## config.mk

```make
export PLATFORM = sky130hd
export DESIGN_NAME = game_fsm
export DESIGN_NICKNAME = d
export VERILOG_FILES = /design/src/rtl/game_fsm.sv
export SDC_FILE = /design/constraint.sdc
export NUM_CORES = 1
export LEC_CHECK = 0
export ABC_AREA = 1
export BUFFER_PORTS_ARGS = -buffer_cell sky130_fd_sc_hd__buf_2
export CORE_MARGIN = 2
export CORE_UTILIZATION = 54
export CTS_CLUSTER_DIAMETER = 100
export DETAILED_ROUTE_END_ITERATION = 6
export HOLD_SLACK_MARGIN = 0.12
export PLACE_DENSITY = 0.75
export SLEW_MARGIN = 20
export SYNTH_ARGS = -nofsm -noshare
export SYNTH_HDL_FRONTEND = slang
export SYNTH_SLANG_ARGS = --single-unit
```

## constraint.sdc

```tcl
create_clock -name clkIn -period 1.9 [get_ports clkIn]
set_input_delay 0.57 -clock clkIn [delete_from_list [all_inputs] [get_ports clkIn]]
set_output_delay 0.57 -clock clkIn [all_outputs]
set_load 0.005 [all_outputs]
```

## src/rtl/game_fsm.sv

```systemverilog
// rtl/game_fsm.sv - IDLE/PLAYING/GAME_OVER round controller with saturating score and tick countdown.
// Optional GAME_FSM_SYNC_EN adds a 2-flop synchronizer in front of each event edge detector.
module game_fsm #(
  parameter int game_timer = 30
) (
  input  logic       clkIn,
  input  logic       reset,
  input  logic       incrementClk,
  input  logic       startGame,
  input  logic       player_scored,
  input  logic       timer_expired,
  output logic       game_active,
  output logic [5:0] score
);

  localparam int RW = $clog2(game_timer + 1);
  localparam logic [RW-1:0] TIMER_INIT = RW'(game_timer);

  typedef enum logic [1:0] {
    IDLE      = 2'b00,
    PLAYING   = 2'b01,
    GAME_OVER = 2'b10
  } state_t;

  // Bit order: {expiry, score, tick, start}
  logic [3:0] raw;
  logic [3:0] ev_pulse;
  assign raw = {timer_expired, player_scored, incrementClk, startGame};

`ifdef GAME_FSM_SYNC_EN
  logic [3:0] sync1, sync2, sync3;
  always_ff @(posedge clkIn or posedge reset) begin
    if (reset) begin
      sync1 <= '0;
      sync2 <= '0;
      sync3 <= '0;
    end else begin
      sync1 <= raw;
      sync2 <= sync1;
      sync3 <= sync2;
    end
  end
  assign ev_pulse = sync2 & ~sync3;
`else
  logic [3:0] raw_q;
  always_ff @(posedge clkIn or posedge reset) begin
    if (reset) raw_q <= '0;
    else       raw_q <= raw;
  end
  assign ev_pulse = raw & ~raw_q;
`endif

  logic ev_start, ev_tick, ev_score, ev_expiry;
  assign {ev_expiry, ev_score, ev_tick, ev_start} = ev_pulse;

  state_t          state_q, state_next;
  logic [5:0]      score_q, score_next;
  logic [RW-1:0]   remaining_q, remaining_next;
  logic            active_q;

  always_ff @(posedge clkIn or posedge reset) begin
    if (reset) begin
      state_q     <= IDLE;
      score_q     <= '0;
      remaining_q <= TIMER_INIT;
      active_q    <= 1'b0;
    end else begin
      state_q     <= state_next;
      score_q     <= score_next;
      remaining_q <= remaining_next;
      active_q    <= (state_next == PLAYING);
    end
  end

  always_comb begin
    state_next     = state_q;
    score_next     = score_q;
    remaining_next = remaining_q;
    case (state_q)
      IDLE, GAME_OVER: begin
        if (ev_start) begin
          state_next     = PLAYING;
          score_next     = '0;
          remaining_next = TIMER_INIT;
        end
      end
      PLAYING: begin
        // End conditions win and swallow a coincident point.
        if (ev_expiry || (ev_tick && remaining_q == RW'(1))) begin
          state_next = GAME_OVER;
          if (ev_tick) remaining_next = remaining_q - RW'(1);
        end else begin
          if (ev_tick) remaining_next = remaining_q - RW'(1);
          if (ev_score && score_q != 6'd63) score_next = score_q + 6'd1;
        end
      end
      default: state_next = IDLE;
    endcase
  end

  assign game_active = active_q;
  assign score       = score_q;

endmodule

```

Yosys cells after proc, flatten, opt, wreduce, memory -nomap -nowiden
Index checks and enable logic that the tools add are counted.
{"block": "op_classes", "add_sub_neg": 2, "eq_ne": 9, "n_bitwise": 2, "reduce_logical": 8, "mux": 10}
{"operator": "$mux 6", "n": 3}
{"operator": "$pmux 6 s2", "n": 1}
{"operator": "$mux 5", "n": 2}
{"operator": "$pmux 5 s2", "n": 1}
{"operator": "$ne 2x2->1 const B", "n": 4}
{"operator": "$add 6x1->6 const B", "n": 1}
{"operator": "$ne 6x6->1 const B", "n": 1}
{"operator": "$eq 5x1->1 const B", "n": 1}
{"operator": "$sub 5x1->5 const B", "n": 1}
{"operator": "$and 4x4->4", "n": 1}
{"operator": "$eq 2x1->1 const B", "n": 2}
{"operator": "$mux 2", "n": 2}
{"operator": "$not 4->4", "n": 1}
{"operator": "$pmux 2 s2", "n": 1}
{"operator": "$reduce_and 4->1", "n": 1}
{"operator": "$reduce_and 3->1", "n": 1}
{"operator": "$eq 2x2->1 const B", "n": 1}
{"operator": "$logic_and 1x1->1", "n": 2}
{"operator": "$logic_not 2->1", "n": 1}
{"operator": "$reduce_bool 2->1", "n": 1}
{"operator": "$reduce_or 2->1", "n": 1}
{"operator": "$logic_or 1x1->1", "n": 1}
{"block": "totals", "out_inout_bits": 7, "regBits": 18, "inputBits": 6}

Longest topological paths before layout
Gate-level depths: netlist (run 1).
{"block": "depth", "word_depth": 7, "mapped_depth": 10}

Least setup slack after synthesis (run 1)
No wires, ideal clock.
{"block": "synth_path", "path_type": "register -> register", "startpoint": "reg remaining_q[1]", "endpoint": "reg score_q[0], in the netlist score[0]", "path_stages_with_launch": 11, "setup_time_ns": 0.117, "path_buffers": 0, "period_less_slack_ns": 1.394, "slack_ns": 0.506, "arrival_time_ns": 1.277, "required_time_ns": 1.783, "path_cell_list": "dfstp_2 -> inv_1 -> ha_1 -> inv_1 -> nor2_1 -> nand3_1 -> nand3_2 -> nand2_2 -> nand2_4 -> nand2_1 -> nand2_1"}
{"block": "synth_via", "elab_chain_cells": 5}
{"item": "start, declared", "line": "58", "rtl": "logic [RW-1:0] remaining_q, remaining_next;"}
{"item": "start signal, assigned", "line": "70", "rtl": "remaining_q <= remaining_next;"}
{"item": "$eq 5x1->1", "line": "89", "rtl": "if (ev_expiry || (ev_tick && remaining_q == RW'(1))) begin"}
{"item": "$logic_and 1x1->1", "line": "89"}
{"item": "$logic_or 1x1->1", "line": "89"}
{"item": "$ne 2x2->1 (no line)"}
{"item": "$reduce_and 4->1 (no line)"}
{"item": "end signal, assigned", "line": "69", "rtl": "score_q <= score_next;"}
{"item": "end, declared", "line": "57", "rtl": "logic [5:0] score_q, score_next;"}
Every way passes these cells.
A chain may end at the register's enable or synchronous reset.

Final worst setup path (run 1)
{"block": "layout_path", "startpoint": "reg remaining_q[1]", "endpoint": "reg score_q[2], in the netlist score[2]"}
Same word-level chain as after synthesis.

==> results of run 1 <==
## power by group
part | internal (mW) | switching (mW) | leakage [nW]
Combinational | 0.112 | 0.208 | 0.311
Clock | 0.117 | 0.123 | 0.0210
Sequential | 0.476 | 0.0602 | 0.223
## how the worst min path moves through the flow
stage                               from        endpoint  slack [ns]
after floorplan               state_q[0]      state_q[1]        0.47
after global placement        state_q[0]      state_q[1]        0.48
after detailed placement  remaining_q[3]  remaining_q[3]        0.50
after CTS                          reset        score[4]        0.19
after global routing               reset        raw_q[2]        0.20
final                              reset        score[4]        0.18
## state kept, by name, summed over array words and instances, names as in the netlist
signal / flops
remaining_q: 5
state_q: 2
game_active: 1
score: 6
raw_q: 4
## synthesized netlist by cell type (2+ instances only)
master   instances
a21oi_1          2
dfrtp_1         14
dfstp_2          4
ha_1             3
inv_1           14
nand2_1         27
nand2_2          4
nand2_4          2
nand3_1         11
nor2_1          11
o21ai_0          4
xor2_1           2
## metrics by stage
stage	utilization, %	hold slack [ns]	power (mW)	area (µm²)	std cells
after floorplan	-	0.471	0.775	916	109
after global placement	65.1	0.484	0.848	1000	138
after detailed placement	65.1	0.499	0.863	1000	138
after CTS	67.5	0.186	1.10	1040	142
after global routing	67.5	0.198	1.16	1040	142
final	67.5	0.175	1.10	1040	142
## cell type report
class,count,area (µm²),area share (%)
repair buffers,13,67.6,6.50
inverters,16,65.1,6.26
clock buffers,4,36.3,3.49
flip-flops and latches,18,455,43.8
well taps,16,20.0,1.93
multi-input cells,75,395,38.0
## per-layer routing
layer  vias to the layer above  routed length [µm]  global-route usage [%]
li1                        377                   -                       -
met5                         -                   0                       0
met1                       341                 756                    23.5
met3                         4                  70                    4.00
met2                        20                 802                    34.6
met4                         0                  23                    8.24
## logic make-up (layout without fill, tap and decap cells)
kind of cell,Yosys count,in the layout,share of synthesized area [%]
compound gates,11,11,7.10
xor+xnor,3,3,2.87
fa+ha+maj,3,3,4.10
buf+inv,16,33,7.10
flops,18,18,49.7
simple gates,58,58,29.1
==> flow_summary.toml, run 1 <==
[critical_path]
timing.critical_path.to = "score[2]"
crit_path_start_kind = "flop"
r2r_setup_slack_ns = 0.37
slowest_delay_ns = 0.56
critPathKind = "flop to flop"
cp_data_required_time_ns = 2.09
r2r_end = "score[2]"
r2r.worst_path.cells = 10
critPathLaunch = "remaining_q[1]"
timing.rr.start = "remaining_q[1]"
arrival_ns = 1.72
slowest_stage = "dfstp_2"
crit_path_end_kind = "flop"
timing.critical_path.fanout_max = 8
path_delay_family = "simple AND/OR/NAND/NOR gates"
crit_path_cell_trace = "inv_1, ha_1, inv_1, nor2_1, nand3_1, nand3_2, nand2_2, nand2_4, nand2_1, nand2_1"
path_depth = 10
path_buf_inv = 2

[clock_network]
htreeDepth = 1
cts_root_buf = "clkbuf_4"
postCtsSetupRepairBufs = 0
cts_max_path_buffers = 2
clock_sinks = 18
cts_resized = 0
cts_buffers = 3
cts_hold_buf = 0
cts_tree = "yes"
clkTransAtPathRegs_ns = 0.11
clock_latency_ns = 0.29

[sta]
timing_worst_slew_pin_value_ns = 0.263
rsz0062_at_grt = "false"
timing.final.ws_setup_ns = 0.367
clock_skew_ns = 0.00490
finalCritPeriodShare_pct = 80.7
fmax_mhz = 652
relSlewSlack_pct = 82.4
final-setup-viol-count = 0
fin_crit_ns = 1.53
setup_tns_ns = 0
drv_slew = 0
hold_viol = 0

[routing]
wl_um = 1650
ant_nets = 0
viasPerCell = 5.23
drt_first_pass_iters = 5
drtIter0Drc = 21
drc = 0
wl_per_cell_um = 11.6
vias = 742

[finish]
drive_gt1_share_pct = 24.6
fillers = 135
areaGrowthSynthToFinish_pct = 13.5
n_antenna_cell = 0
layout.nets = 136
final_cell_mix = "nand2_1, inv_1, dfrtp_1"
final_common_cell = "nand2_1"

[min_path]
hold_class = "input port to async pin"

[outcome]
status = "complete, no violations"

[placed_design]
place_hpwl_um = 1290
io_buffers = 12
gp_congestion = 0.842
pre_cts_ws_ns = 0.381

[yosys]
synth_cell_type_count = 23
syn_nets = 118
syn_area_per_cell_um2 = 8.40
synth.area.top_cells = "dfrtp_1, dfstp_2, nand2_1"
synth_top_area_share_pct = 38.3
synth_flop_cell = "dfrtp_1"
netlist_instances = 109
synth-async-reset-ratio_pct = 100
synth_edf_count = 0
ys_warn_count = 0
syn_area_um2 = 916
synth_seq_cells = 18
yosys.area.top_type = "dfrtp_1"
seq_area_frac_synth_pct = 49.7

[die]
die_area_mm2 = 0.00204
io_pins = 13
die_w_um = 45.2
core_area_mm2 = 0.00154
rows = 14
initial_utilization_pct = 59.4
die_y_um = 45.2

[global_route]
first_global_vias = 720
antenna_found_initial = 0
grt_max_degree = 13
grt_pass1_wl_um = 2930
track_usage_pct = 19.8
overflow = 0

[power]
power_density_mw_per_mm2 = 1060
irDropWorstVdd_mv = 0.645
leakagePower_nw = 0.555

[run]
max_cap_violations = 0
Note: power is estimated with default switching activity, not from simulation.
==> inputs of run 2 (changes only) <==
CORE_UTILIZATION = 49   (was 54)
PLACE_DENSITY = 0.72   (was 0.75)
clock period = 1.4 ns   (was 1.9 ns; I/O delays follow)
==> run 2 against run 1 <==
- via count up 4.6%
- first-iteration DRC count grew 43%
- largest power group unchanged
- setup slack got worse by 0.43 ns
- the flow now finishes with violations (negative setup slack)
- critical path depth is 2 lower
- clock power increased by 9.2%
- worst hold slack worse by 0.063 ns
- sequential share of layout area is 4.6 points lower
- largest cell class unchanged
- highest routed layer unchanged
- die area is 9.3% higher
- design area rose by 12%
- global-route usage is 2.3 points lower
- total power grew 45%
==> flow_summary.toml, run 2 (synthesized netlist as in run 1, its figures left out) <==
[outcome]
status = "finished, violations left"
violations = "negative setup slack"

[critical_path]
crit_path_start_kind = "flop"
arrival_ns = 1.70
r2r.worst_path.cells = 8
crit_path_cell_trace = "buf_4, ha_1, nand3_1, o21ai_2, nand2_4, nand2_4, nand2_2, nand2_1"
timing.rr.start = "score[0]"
crit_path_end_kind = "flop"
path_delay_family = "simple AND/OR/NAND/NOR gates"
r2r_setup_slack_ns = -0.06
timing.critical_path.fanout_max = 7
worst_path_most_repeated_cell = "nand2_4"
cp_data_required_time_ns = 1.63
slowest_stage = "dfrtp_1"
path_buf_inv = 1
slowest_delay_ns = 0.40
critPathKind = "flop to flop"
r2r_end = "score[5]"

[power]
swShare_pct = 36.0
net-switching-power_mw = 0.573
power_frac_comb_pct = 37.9
p_int_mw = 1.02
pwr-share-clk_pct = 16.5
irDropWorstVdd_mv = 0.803
power_density_mw_per_mm2 = 1370
leakagePower_nw = 0.598
p_seq_share_pct = 45.6

[sta]
setup_tns_ns = -0.293
final-setup-viol-count = 6
fmax_mhz = 684
fin_crit_ns = 1.46
rsz0062_at_grt = "true"
drv_slew = 0
clock_skew_ns = 0.00991
timing_worst_slew_pin_value_ns = 0.243
finalCritPeriodShare_pct = 104
hold_viol = 0
timing.final.ws_setup_ns = -0.0621
relSlewSlack_pct = 83.8

[global_route]
first_global_vias = 636
grt_max_degree = 19
grt_pass1_wl_um = 2650
antenna_found_initial = 0
overflow = 0
track_usage_pct = 17.5

[finish]
final_cell_mix = "nand2_1, dfrtp_1, inv_1"
layout.nets = 146
drive_gt1_share_pct = 36.8
areaGrowthSynthToFinish_pct = 27.0
multiInputGateArea_um2 = 428
fillers = 143
n_antenna_cell = 0
final_common_cell = "nand2_1"
largest_register_ff_count = 6
final_util_pct = 66.7
final-seq-area_um2 = 457
stdcell_count = 161

[placed_design]
io_buffers = 12
dp_cells = 151
place_hpwl_um = 1220
gp_congestion = 0.836

[routing]
wl_per_cell_um = 11.1
viasPerCell = 4.82
drt_first_pass_iters = 4
drtIter0Drc = 30
ant_nets = 0
wl_um = 1790
drc = 0
vias = 776

[die]
io_pins = 13
die_y_um = 47.2
die_w_um = 47.2
die_area_mm2 = 0.00223
rows = 15
core_area_mm2 = 0.00175
initial_utilization_pct = 52.5

[clock_network]
cts_root_buf = "clkbuf_4"
cts_max_path_buffers = 2
clkTransAtPathRegs_ns = 0.10
clock_latency_ns = 0.29
cts_buffers = 3
cts_tree = "yes"
cts_hold_buf = 0
clock_sinks = 18
htreeDepth = 1

[min_path]
hold_class = "input port to async pin"

[run]
max_cap_violations = 0
[run 2: per-stage QoR]
| stage | area, µm² | hold slack, ns | power (mW) | setup slack, ns |
|---|---|---|---|---|
| 6_report | 1160 | 0.112 | 1.59 | -0.0621 |
| 5_1_grt | 1160 | 0.145 | 1.70 | -0.164 |
| 4_1_cts | 1100 | 0.120 | 1.53 | -0.0355 |
| 3_5_place_dp | 1040 | 0.444 | 1.22 | -0.0781 |
| 3_3_place_gp | 1040 | 0.443 | 1.19 | -0.0522 |
| 2_1_floorplan | 916 | 0.356 | 1.05 | 0.00600 |
[run 2: final cells by class]
type / count / area share, %
timing repair buffer: 23 / 13.4
sequential: 18 / 39.2
inverter: 16 / 5.59
tap: 25 / 2.69
multi-input combinational: 75 / 36.8
clock buffer: 4 / 2.26
[run 2: how the worst max path moves through the flow]
stage	cells after the start	slack (ns)	from	to
3_5_place_dp	10	-0.08	remaining_q[1]	score[5]
2_1_floorplan	10	0.006	remaining_q[1]	score[0]
6_report	8	-0.06	score[0]	score[5]
3_3_place_gp	10	-0.05	remaining_q[1]	score[2]
5_1_grt	8	-0.16	score[0]	score[4]
4_1_cts	10	-0.04	remaining_q[1]	score[5]
[run 2: metal layers]
layer	vias up	part of all wire [%]	GRT usage, %
met5	-	0	0
li1	397	-	-
met3	7	2.8	4.62
met1	356	47	22.1
met2	16	47	26.8
met4	0	2.9	10.0
[run 2: what timing repair did]
item,CTS,global route
endpoints found under the hold margin,0,0
setup buffers,2,4
pin swaps,3,4
resized for setup,5,11
endpoints found under the setup margin,7,9
[run 2: power by group through the flow]
stage | registers [mW] | logic [mW] | clock network, mW
after floorplan | 0.723 | 0.328 | 0
after global placement | 0.716 | 0.478 | 0
after detailed placement | 0.720 | 0.499 | 0
after CTS | 0.719 | 0.532 | 0.275
after global routing | 0.734 | 0.666 | 0.303
final | 0.726 | 0.603 | 0.262
[run 2: tightest hold or removal path, cell delays in order]
cell   delay [ns]
buf_2        0.09
inv_1        0.04
buf_4        0.24
